<file path="config.mk">
export PLATFORM = sky130hd
export DESIGN_NAME = self_test_rx
export DESIGN_NICKNAME = d
export VERILOG_FILES = /design/src/rtl/self_test_rx_pkg.sv /design/src/rtl/self_test_rx_sync2.sv /design/src/rtl/self_test_rx.sv
export SDC_FILE = /design/constraint.sdc
export NUM_CORES = 1
export LEC_CHECK = 0
export ABC_AREA = 1
export CORE_UTILIZATION = 25
export DETAILED_ROUTE_END_ITERATION = 10
export GPL_ROUTABILITY_DRIVEN = 0
export GPL_TIMING_DRIVEN = 0
export PLACE_DENSITY = 0.47
export SETUP_SLACK_MARGIN = 0.2
export SLEW_MARGIN = 20
export SYNTH_ARGS = -nofsm -noshare
export SYNTH_HDL_FRONTEND = slang
export SYNTH_HIERARCHICAL = 1
export SYNTH_SLANG_ARGS = --single-unit
</file>
<file path="constraint.sdc">
create_clock -name clk -period 5.3 [get_ports clk]
set_clock_uncertainty 0.15 [all_clocks]
set_input_delay 1.06 -clock clk [delete_from_list [all_inputs] [get_ports clk]]
set_output_delay 1.06 -clock clk [all_outputs]
set_load 0.01 [all_outputs]
</file>
<file path="src/rtl/self_test_rx_pkg.sv">
// Shared definitions for the self-test serial link.
// Covers the receiver state encoding, the frame geometry and the parity polarity.
package self_test_rx_pkg;

  typedef enum logic [2:0] {
    ST_IDLE   = 3'd0,
    ST_START  = 3'd1,
    ST_DATA   = 3'd2,
    ST_PARITY = 3'd3,
    ST_STOP   = 3'd4
  } rx_state_e;

  localparam int DATA_BITS = 32;
  // Bits that follow the start bit: 32 data bits, then parity, then stop.
  localparam int FRAME_BITS = 34;
  // 1'b0 selects even parity, so the parity bit is the plain XOR of the data bits.
  localparam logic PARITY_ODD = 1'b0;

  function automatic logic parity_of(input logic [DATA_BITS-1:0] word);
    return (^word) ^ PARITY_ODD;
  endfunction

endpackage

</file>
<file path="src/rtl/self_test_rx_sync2.sv">
// Two-flop synchronizer for the incoming serial line.
// It resets to 1, which is the idle level of the line.
module sync2 (
  input  logic clk,
  input  logic rst_n,
  input  logic d,
  output logic q
);

  logic s1_q, s1_d;
  logic s2_q, s2_d;

  always_comb begin
    s1_d = d;
    s2_d = s1_q;
  end

  always_ff @(posedge clk or negedge rst_n) begin
    if (!rst_n) begin
      s1_q <= 1'b1;
      s2_q <= 1'b1;
    end else begin
      s1_q <= s1_d;
      s2_q <= s2_d;
    end
  end

  assign q = s2_q;

endmodule

</file>
<file path="src/rtl/self_test_rx.sv">
// Receiver for the serial self-test stream: start bit, 32 data bits (LSB first),
// an even-parity bit and a stop bit. Good words are counted up to 255.
//
//   state  | meaning
//   IDLE   | line idle; waiting for a start bit (or for the line to go high after a frame error)
//   START  | confirming the start bit at mid-bit
//   DATA   | shifting in 32 data bits, one per bit period
//   PARITY | capturing the parity bit
//   STOP   | sampling the stop bit and reporting the outcome
module self_test_rx
  import self_test_rx_pkg::*;
#(
  parameter int CLKS_PER_BIT = 4
) (
  input  logic        clk,
  input  logic        rst_n,
  input  logic        rx_in,
  output logic [31:0] data_out,
  output logic        data_valid,
  output logic        parity_err,
  output logic        frame_err,
  output logic        busy,
  output logic [7:0]  word_cnt
);

  localparam logic [7:0] TMR_LAST = 8'(CLKS_PER_BIT - 1);
  localparam logic [7:0] TMR_HALF = 8'(CLKS_PER_BIT / 2 - 1);
  localparam logic [4:0] IDX_LAST = 5'(FRAME_BITS - 3);

  logic rxs;

  sync2 u_sync2 (
    .clk   (clk),
    .rst_n (rst_n),
    .d     (rx_in),
    .q     (rxs)
  );

  rx_state_e            state_q, state_d;
  logic [7:0]           timer_q, timer_d;
  logic [4:0]           idx_q, idx_d;
  logic [DATA_BITS-1:0] shift_q, shift_d;
  logic                 par_q, par_d;
  logic                 need_high_q, need_high_d;
  logic [DATA_BITS-1:0] data_q, data_d;
  logic                 dv_q, dv_d;
  logic                 pe_q, pe_d;
  logic                 fe_q, fe_d;
  logic [7:0]           cnt_q, cnt_d;
  logic                 timer_wrap;

  always_comb begin
    state_d     = state_q;
    timer_d     = timer_q;
    idx_d       = idx_q;
    shift_d     = shift_q;
    par_d       = par_q;
    need_high_d = need_high_q;
    data_d      = data_q;
    cnt_d       = cnt_q;
    dv_d        = 1'b0;
    pe_d        = 1'b0;
    fe_d        = 1'b0;
    timer_wrap  = (timer_q == TMR_LAST);

    unique case (state_q)
      ST_IDLE: begin
        // After a bad stop bit the line may still be low; a start needs a high first.
        if (need_high_q) begin
          if (rxs) need_high_d = 1'b0;
        end else if (!rxs) begin
          state_d = ST_START;
          timer_d = 8'd0;
        end
      end
      ST_START: begin
        if (timer_q == TMR_HALF) begin
          timer_d = 8'd0;
          idx_d   = 5'd0;
          state_d = rxs ? ST_IDLE : ST_DATA;
        end else begin
          timer_d = timer_q + 8'd1;
        end
      end
      ST_DATA: begin
        if (timer_wrap) begin
          timer_d        = 8'd0;
          shift_d[idx_q] = rxs;
          if (idx_q == IDX_LAST) begin
            idx_d   = 5'd0;
            state_d = ST_PARITY;
          end else begin
            idx_d = idx_q + 5'd1;
          end
        end else begin
          timer_d = timer_q + 8'd1;
        end
      end
      ST_PARITY: begin
        if (timer_wrap) begin
          timer_d = 8'd0;
          par_d   = rxs;
          state_d = ST_STOP;
        end else begin
          timer_d = timer_q + 8'd1;
        end
      end
      ST_STOP: begin
        if (timer_wrap) begin
          timer_d = 8'd0;
          state_d = ST_IDLE;
          if (!rxs) begin
            fe_d        = 1'b1;
            need_high_d = 1'b1;
          end else if (par_q == parity_of(shift_q)) begin
            dv_d   = 1'b1;
            data_d = shift_q;
            if (cnt_q != 8'hFF) cnt_d = cnt_q + 8'd1;
          end else begin
            pe_d = 1'b1;
          end
        end else begin
          timer_d = timer_q + 8'd1;
        end
      end
      default: begin
        state_d = ST_IDLE;
        timer_d = 8'd0;
      end
    endcase
  end

  always_ff @(posedge clk or negedge rst_n) begin
    if (!rst_n) begin
      state_q     <= ST_IDLE;
      timer_q     <= 8'd0;
      idx_q       <= 5'd0;
      shift_q     <= '0;
      par_q       <= 1'b0;
      need_high_q <= 1'b0;
      data_q      <= '0;
      dv_q        <= 1'b0;
      pe_q        <= 1'b0;
      fe_q        <= 1'b0;
      cnt_q       <= 8'd0;
    end else begin
      state_q     <= state_d;
      timer_q     <= timer_d;
      idx_q       <= idx_d;
      shift_q     <= shift_d;
      par_q       <= par_d;
      need_high_q <= need_high_d;
      data_q      <= data_d;
      dv_q        <= dv_d;
      pe_q        <= pe_d;
      fe_q        <= fe_d;
      cnt_q       <= cnt_d;
    end
  end

  assign data_out   = data_q;
  assign data_valid = dv_q;
  assign parity_err = pe_q;
  assign frame_err  = fe_q;
  assign word_cnt   = cnt_q;
  assign busy       = (state_q != ST_IDLE);

endmodule

</file>
Yosys cells after proc, flatten, opt, wreduce, memory -nomap -nowiden --
Index checks and enable logic that the tools add are counted.
Cells by class: $add $sub $neg 3, $lt $le $gt $ge 2, equal/unequal tests 17, muxes and demuxes 36, reductions and logical operators 15
Operators by type and width (number):
- 32-bit bitwise mux | 1
- 8-bit 2-to-1 mux | 4
- 32-bit parity | 1
- 8-bit one-hot mux with 3 select lines | 1
- 3-bit 2-to-1 mux | 7
- 8-bit by 1-bit adder with 8-bit output, second input constant | 2
- 2-bit inequality test, second input constant | 8
- 1-bit 2-to-1 mux | 15
- 5-bit 2-to-1 mux | 3
- 3-bit one-hot mux with 5 select lines | 1
- 5-bit one-hot mux with 2 select lines | 1
- 8-bit by 1-bit equality test with 1-bit output, second input constant | 1
- 8-bit by 2-bit equality test with 1-bit output, second input constant | 1
- 8-bit inequality test, second input constant | 1
- 7-bit AND reduction | 1
- 3-bit by 2-bit equality test with 1-bit output, second input constant | 2
- 5-bit by 6-bit less-than comparator with 1-bit output, second input constant | 1
- 2-bit AND reduction | 3
- 3-bit AND reduction | 2
- 5-bit by 1-bit adder with 5-bit output, second input constant | 1
- 1-bit demux with 5-bit select | 1
- 5-bit equality test, second input constant | 1
- 5-bit by 1-bit >= comparator with 1-bit output, second input constant | 1
- 5-bit AND reduction | 1
- 11 further kinds | 12
Word-level totals: register bits after elaboration 95, output and inout port bits 44

Longest topological paths before layout --
word-level depth 6, gate-level depth with buffers 19, gate-level depth less buffers 18

Cells and area by module --
Netlist, hierarchy kept.
By module, submodules not included:
- self_test_rx | instances 1, cells each 664, area an instance 4996.0 µm², sequential area each 2327.2 µm²
- sync2 | instances 1, cells each 2, area an instance 52.6 µm², sequential area each 52.6 µm²

Least setup slack after synthesis --
Ideal clock, no wire load.
path kind register to register, start register timer_q[0], end register data_q[27], in the netlist data_out[27], data arrival time 1642 ps, required time 5031 ps, path slack 3389 ps, cell stages (with the launch flop) 12, period minus slack after synthesis 1911 ps, path through dfrtp_1 > ha_1 > inv_1 > nor3_4 > inv_2 > nor3_2 > inv_1 > nor2_8 > inv_4 > buf_6 > nand2_1 > o21ai_2
Between the ends: cells in the longest elaborated chain, start to end 2
RTL lines:
- start: declaration | RTL line self_test_rx.sv:40 | logic [7:0] timer_q, timer_d;
- start signal: assignment | RTL line self_test_rx.sv:148 | timer_q <= timer_d;
- 8-bit by 2-bit equality test with 1-bit output | RTL line self_test_rx.sv:64 | timer_wrap = (timer_q == TMR_LAST);
- 4-bit AND reduction (no line)
- end signal: assignment | RTL line self_test_rx.sv:153 | data_q <= data_d;
- end: declaration | RTL line self_test_rx.sv:45 | logic [DATA_BITS-1:0] data_q, data_d;
Every way passes these cells. A chain may end at the register's enable or synchronous reset.

Final worst setup path --
start register state_q[2], end output busy
Between the ends: cells in the longest elaborated chain, start to end 1
RTL lines:
- start: declaration | RTL line self_test_rx.sv:39 | rx_state_e state_q, state_d;
- start signal: assignment | RTL line self_test_rx.sv:147 | state_q <= state_d;
- 3-bit nonzero test | RTL line self_test_rx.sv:166 | assign busy = (state_q != ST_IDLE);
- end: declaration | RTL line self_test_rx.sv:22 | output logic busy,
Every way passes these cells.

==> results.md <==
* Final Hold Vio Count at 0
* Element type at the critical path start: flop
* Synth area leader: dfrtp_1
* Final Max Slew Viols at 0
* EDFF count, synth at 0
* TritonRoute pass-1 iters at 4
* Antenna violations before repair at 0
* Share of cells above drive strength 1 at 14.7%
* Diodes inserted at 0
* Worst Hold Path Cells at 0
* Status: finished, final reports clean
* Post-synthesis mux area share at 0%
* # hold bufs at CTS at 0
* Stages on worst setup path at 3
* Dpl cell area at 5870 um2
* Synth Area in Adders at 1.98%
* VDD IR max at 167 uV
* Reg area at 2380 um2
* Static Leak at 2.89 nW
* Sw power at 593 uW
* Post-synth cell types at 31
* Total wire length at 11.5 mm
* Pin count of the biggest net entering global routing at 62
* Slowest stage cell, crit path: clkdlybuf4s50_1
* Design area at 6160 um2
* H-Tree Level Count at 3
* Iteration-0 DRC Markers at 212
* Worst Path Arrival at 1570 ps
* Comb pwr share at 21.7%
* Die X at 144 um
* Resized Gates After CTS at 0
* Total grt overflow at 0
* Switching Share at 31.9%
* Final HPWL DP at 8.48 mm
* P per Cell Area at 302 nW/um2
* Worst hold slack at 215 ps
* Synth Register Bits at 95
* Fin crit period at 2780 ps
* TNS Setup at 0 ps
* Fin util at 31.3%
* Post-CTS Setup Bufs at 0
* Crit path buf inv count at 1
* Cell Count, Final, Fillers Out at 993
* CP required at 4090 ps
* Mapped Avg Cell Area at 7.58 um2
* Syn Inst Count at 666
* Syn Nets at 677
* Root Driver: clkbuf_16
* WS Path Type: reg -> out
* Fill count at 2,179
* Critical path cell sequence: nor2_1 > nand2_1 > clkdlybuf4s50_1
* Sequential-to-total area share from yosys stat at 47.1%
* CP Max Fanout at 4
* Max incr delay on CP at 510 ps
* Largest family of logic cells by synthesized area: simple AND/OR/NAND/NOR gates
* Clk_lat worst skew at 350 ps
* Post-Syn Area at 5050 um2
* Via count at 4,136
* Total of max-cap violations at 0
* Max_slew headroom at 60.0%
* Post-synthesis compound-gate area fraction at 11.5%
* Async SR Flop Fraction at 100%
* Slew @ Worst Pin at 600 ps
* Area growth syn-to-layout at 22.0%
* Final critical-path share of the clock period at 52.5%
* GRT Util Overall at 12.1%
* Num CTS Buffers at 9
* Post-synth top cells: nand2_1 (274), dfrtp_1 (93), inv_1 (40), nor2_1 (40), inv_2 (33)
* Sequential share of power at 43.1%
* Area of the core at 19,700 um2
* Initial Util at 25.7%
* Post-synth top flop: dfrtp_1
* Routed len/inst at 11.6 um
* Vias per cell at 4.17
* Site Rows at 51
* First-pass GRT wire length at 19.3 mm
* Synth top area cells: dfrtp_1 (46%), nand2_1 (20%), o21ai_2 (5.6%)
* Top-count cell post-synth: nand2_1
* Internal power at 1.27 mW
* CTS clk-pin slew, worst paths at 60 ps
* RSZ-0062 raised after global routing: false
* F_max at 359 MHz
* Xor/xnor cell area share of the yosys netlist at 0.173%
* Synth top area share at 46.1%
* DP Cell Count at 978
* R2R depth at 19
* Clock sinks at 95
* Final ANT Viol Nets at 0
* Clk network pwr share at 35.3%
* Post-synthesis simple-gate area fraction at 31.4%
* Final #Nets at 735
* Multi-input gate area at 2280 um2
* CTS tree: yes
* Clk buf depth at 2
* I/O Pins at 47
* Yosys warns at 6
* Die Span Y at 144 um
* Worst Hold Class: reg -> reg
* Die ar. at 20,800 um2
* Setup violators final at 0
* IO buf count at 46
* CP endpoint kind: output port
* # DRC at 0
* Cell family with most CP delay: buffers and inverters
* Vias in the first global route at 3,953
[power groups by stage]
stage	registers, mW	logic (mW)	clock network, mW
floorplan	0.808	0.290	0
global placement	0.815	0.403	0
detailed placement	0.814	0.408	0
CTS	0.801	0.410	0.684
global route	0.807	0.463	0.708
finish	0.801	0.403	0.656
[cell usage in the layout (no fill, tap or decap), types with 2 or more instances in the layout]
master,netlist,routed
clkbuf_16,0,9
nand2_1,274,274
clkbuf_1,4,6
nand4_1,3,3
nor3_1,18,18
ha_1,8,8
buf_4,3,3
o22ai_1,2,2
dfstp_2,2,2
nand2_2,8,8
inv_2,33,33
o31ai_1,2,2
buf_1,2,2
nor2_1,40,40
clkdlybuf4s50_1,0,45
nand3b_1,2,2
nand3_1,31,31
o21ai_2,32,32
buf_6,6,7
a21oi_1,28,28
dfrtp_1,93,93
o21ai_0,25,25
inv_1,40,40
[routing by layer]
metal  GRT usage [%]  share of wire (%)
met1            15.4                 49
met4            3.86                1.1
met5               0                  0
met2            19.7                 46
met3            3.48                3.6
[through the flow]
stage                     total power [mW]  setup slack [ps]
after floorplan                       1.10              3390
after global placement                1.22              -832
after detailed placement              1.22              2890
after CTS                             1.89              2510
after global routing                  1.98              2450
final                                 1.86              2520
[worst reg2reg max path, cell delays in order, from the launching register on]
cell	delay, ps
dfrtp_1	390
inv_1	130
nand2_1	70
nand2_1	70
nand2_1	60
nand2_1	60
nand2_1	40
nand2_1	140
inv_2	50
nand2_1	50
nand2_1	80
nand2_2	100
nand2_2	60
nand2_2	80
nand2_4	70
nor2_8	130
inv_4	110
buf_6	170
nand2_1	70
o21ai_2	50
[sequential cells by signal (all words and copies together), names as in the netlist]
register,cells
data_out,32
shift_q,32
timer_q,8
word_cnt,8
idx_q,5
state_q,3
data_valid,1
frame_err,1
need_high_q,1
par_q,1
parity_err,1
u_sync2/q,1
u_sync2/s1_q,1
[area by class of cell]
type                    instances  area share, %
plain buffers                  15           1.83
clock buffers                  12           4.00
clock inverters                 3          0.711
inverters                      74           4.55
multi-input cells             482           36.9
flip-flops and latches         95           38.6
well taps                     265           5.38
repair buffers                 47           7.94
[path summary, 6_finish.rpt]
check	startpoint	slack, ps	end
setup / recovery	state_q[2]$_DFFE_PN0P_	2520	busy
hold / removal	u_sync2/s1_q$_DFF_PN1_	210	u_sync2/q$_DFF_PN1_
hold reg to reg	u_sync2/s1_q$_DFF_PN1_	210	u_sync2/q$_DFF_PN1_
setup reg to reg	shift_q[8]$_DFFE_PN0P_	3060	data_out[17]$_DFFE_PN0P_
min in group asynchronous	rst_n	440	data_out[12]$_DFFE_PN0P_
max in group asynchronous	rst_n	3870	u_sync2/s1_q$_DFF_PN1_
[cell families (layout without fill, tap and decap cells)]
family	Yosys count	after routing
AND/OR/NAND/NOR	383	383
flip-flops	95	95
AO/OA/AOI/OAI	90	90
buffers and inverters	89	151
adder cells (fa/ha/maj)	8	8
XOR/XNOR	1	1
No activity file was read; power rests on OpenSTA's default activity.
==> RTL change 1, RTL diff (same settings) <==
Remove the register `dv_q`: a continuous assignment takes its place, so the output `data_valid` follows one clock earlier.
--- a/src/rtl/self_test_rx.sv
+++ b/src/rtl/self_test_rx.sv
@@ -140,5 +140,4 @@
       need_high_q <= 1'b0;
       data_q      <= '0;
-      dv_q        <= 1'b0;
       pe_q        <= 1'b0;
       fe_q        <= 1'b0;
@@ -152,5 +151,4 @@
       need_high_q <= need_high_d;
       data_q      <= data_d;
-      dv_q        <= dv_d;
       pe_q        <= pe_d;
       fe_q        <= fe_d;
@@ -158,4 +156,6 @@
     end
   end
+
+  assign dv_q = dv_d;
 
   assign data_out   = data_q;
Check against the original RTL: same outputs for any inputs over 10 cycles, from zero or initial values and one cycle with rst_n low; that may be too few to reach the edited logic, so the function may still have changed.
==> RTL change 1 against the unedited design <==
Design area is 0.26% lower; highest routed layer unchanged; sequential cell count shrank 1; critical endpoint is now data_valid; largest cell class unchanged; area after synthesis fell by 0.57%; total power up 0.16%; final cell count is 0.20% higher; wire length is 1.3% higher; first-iteration DRC count shrank 3.8%; setup slack worse by 1.1 ns; critical path type unchanged.
==> RTL change 1: results (changes against the unedited design) <==
Slew HR -> 0.561 (was 0.600)
Vias in the first global route -> 4081 (was 3953)
Met2 usage -> 0.205 (was 0.197)
Status -> finished, final reports clean (unchanged)
Via count of the routed design -> 4204 (was 4136)
Synth cell count leaders -> 271 x nand2_1, 92 x dfrtp_1, 46 x inv_1, 41 x nor2_1, 31 x nand3_1 (was 274 x nand2_1, 93 x dfrtp_1, 40 x inv_1, 40 x nor2_1, 33 x inv_2)
First-pass GRT wire length -> 19.7 mm (was 19.3 mm)
Final HPWL DP -> 8.57 mm (was 8.48 mm)
Multi-input gate area -> 2270 sq um (was 2280 sq um)
Placed Cells -> 979 (was 978)
Slowest stage delay, CP -> 0.54 ns (was 0.51 ns)
Largest net degree at the start of global routing -> 57 (was 62)
WL met3 -> 433 um (was 411 um)
Syn Nets -> 678 (was 677)
Metal-1 WL -> 5.62 mm (was 5.69 mm)
Met3 Track Usage GR -> 0.0280 (was 0.0348)
Fill count -> 2146 (was 2179)
Fin nets -> 736 (was 735)
Lkg Pwr -> 2.88 nW (was 2.89 nW)
Count of non-filler cells in the finished layout -> 995 (was 993)
Maximum VDD drop -> 0.159 mV (was 0.167 mV)
Post-Syn Instances -> 667 (was 666)
Sequential fraction of the synthesis area -> 0.469 (was 0.471)
Layout cell share with drive strength beyond 1 -> 0.140 (was 0.147)
Post-DP Area -> 5840 sq um (was 5870 sq um)
Tot GR Track Use -> 0.124 (was 0.121)
## RTL change 1: layout make-up
cell class,instances,share of cell area
tap,265,0.0540
buffer,15,0.0179
multi-input combinational,482,0.369
timing repair buffer,47,0.0796
clock inverter,3,0.00692
inverter,76,0.0468
clock buffer,13,0.0424
sequential,94,0.383
## RTL change 1: per-stage QoR
| step | worst slack, ns | power [mW] |
|---|---|---|
| after detailed placement | 1.78 | 1.21 |
| after floorplan | 2.56 | 1.08 |
| after CTS | 1.39 | 1.90 |
| final | 1.46 | 1.86 |
| after global routing | 1.20 | 1.98 |
| after global placement | -0.813 | 1.21 |
## RTL change 1: where the power goes
part	switching, mW	internal [mW]	total [mW]	leakage (nW)
registers	0.0336	0.756	0.790	1.30
clock network	0.280	0.391	0.671	0.146
logic	0.277	0.125	0.402	1.44
## RTL change 1: worst paths after layout
path / startpoint / to / slack [ns] / cells past startpoint
max in group asynchronous: rst_n / shift_q[27] / 3.92 / 2
worst min register to register: u_sync2/s1_q / u_sync2/q / 0.21 / 0
worst max register to register: timer_q[0] / shift_q[12] / 2.95 / 11
worst min-delay path: u_sync2/s1_q / u_sync2/q / 0.21 / 0
worst max-delay path: timer_q[0] / data_valid / 1.46 / 9
min in group asynchronous: rst_n / data_out[12] / 0.47 / 1
## RTL change 1: kinds of logic (layout without fill, tap and decap cells)
| logic type | after synthesis | after routing | synth area share |
|---|---|---|---|
| XOR/XNOR | 1 | 1 | 0.00175 |
| AND/OR/NAND/NOR | 384 | 384 | 0.319 |
| adder cells (fa/ha/maj) | 8 | 8 | 0.0199 |
| flip-flops | 94 | 94 | 0.469 |
| AO/OA/AOI/OAI | 89 | 89 | 0.111 |
| buffers and inverters | 91 | 154 | 0.0793 |
==> RTL change 2, RTL diff (config.mk and constraints unchanged) <==
Without the edit above. Take the reset off `data_q` and load it in a clocked block of its own.
--- a/src/rtl/self_test_rx.sv
+++ b/src/rtl/self_test_rx.sv
@@ -139,5 +139,4 @@
       par_q       <= 1'b0;
       need_high_q <= 1'b0;
-      data_q      <= '0;
       dv_q        <= 1'b0;
       pe_q        <= 1'b0;
@@ -151,5 +150,4 @@
       par_q       <= par_d;
       need_high_q <= need_high_d;
-      data_q      <= data_d;
       dv_q        <= dv_d;
       pe_q        <= pe_d;
@@ -157,4 +155,8 @@
       cnt_q       <= cnt_d;
     end
+  end
+
+  always_ff @(posedge clk) begin
+    data_q <= data_d;
   end
 
Behaviour: no difference found for any inputs over 10 cycles, from zero or initial values and one cycle with rst_n low; that may be too few to reach the edited logic, so the function may still have changed.
==> RTL change 2 against the unedited design <==
Wire length is 8.0% lower; area after synthesis down 4.5%; non-clock buffer count is 6 lower; sequential cell count is the same; setup slack got worse by 0.033 ns; global-route usage shrank 0.64 points; total power fell by 1.7%; design area down 3.9%; highest routed layer unchanged.
==> RTL change 2: results (changes against the unedited design) <==
Drt total wl -> 10.6 mm (was 11.5 mm)
Routed length on met2 -> 5.05 mm (was 5.31 mm)
R2R depth -> 5 (was 19)
Cell-internal power -> 1.25 mW (was 1.27 mW)
Met3 Track Usage GR -> 0.0224 (was 0.0348)
Synth cell count leaders -> 234 x nand2_1, 61 x dfrtp_1, 57 x inv_1, 37 x nor2_1, 32 x edfxtp_1 (was 274 x nand2_1, 93 x dfrtp_1, 40 x inv_1, 40 x nor2_1, 33 x inv_2)
Power Clock -> 0.633 mW (was 0.656 mW)
Share of synthesized flip-flops with an asynchronous set or reset -> 0.663 (was 1.00)
Crit path max-delay cell type -> nor2_8 (was clkdlybuf4s50_1)
Maximum VDD drop -> 0.159 mV (was 0.167 mV)
Synth area leaders -> dfrtp_1 32%, edfxtp_1 20%, nand2_1 18% (was dfrtp_1 46%, nand2_1 20%, o21ai_2 5.6%)
CP Class -> flop to flop (was flop to primary output)
Worst-margin pin slew -> 0.708 ns (was 0.600 ns)
Fin nets -> 666 (was 735)
Fill count -> 1998 (was 2179)
Tot GR Track Use -> 0.115 (was 0.121)
Number of synthesized flops with an enable pin -> 32 (was 0)
Placed Cells -> 904 (was 978)
Status -> finished, final reports clean (unchanged)
Syn Nets -> 608 (was 677)
Vias in the first global route -> 3821 (was 3953)
Comb power frac -> 0.201 (was 0.217)
R2R Setup Slk -> 2.48 ns (was 3.06 ns)
Worst reg2reg endpoint -> data_out[29] (was data_out[17])
1st-iter DRT viols -> 188 (was 212)
-- RTL change 2: cell count changes after synthesis, sizes merged, moves of 2 or more --
cell / change
xor2: +2
inv: -2
dfrtp: -32
nand2: -32
edfxtp: +32
o21ai: -34
nand3b: -2
buf: -6
nand4: +4
-- RTL change 2: through the flow --
stage	instance area [sq um]	hold WS, ns
4_1_cts	5920	0.207
3_5_place_dp	5630	0.197
2_1_floorplan	4820	0.195
5_1_grt	5920	0.214
6_report	5920	0.207
3_3_place_gp	5610	0.201
-- RTL change 2: area by class of cell --
type / count / share of cell area
Sequential cell: 95 / 0.429
Clock inverter: 6 / 0.00719
Multi-Input combinational cell: 421 / 0.333
Buffer: 9 / 0.00698
Tap cell: 260 / 0.0550
Inverter: 72 / 0.0457
Timing Repair Buffer: 47 / 0.0808
Clock buffer: 10 / 0.0423
-- RTL change 2: worst max-delay path, delay by kind of cell (launching register included) --
family                 cells  cell delay [ns]
buffers and inverters      3             0.67
flip-flops                 1             0.53
AND/OR/NAND/NOR            2             1.07
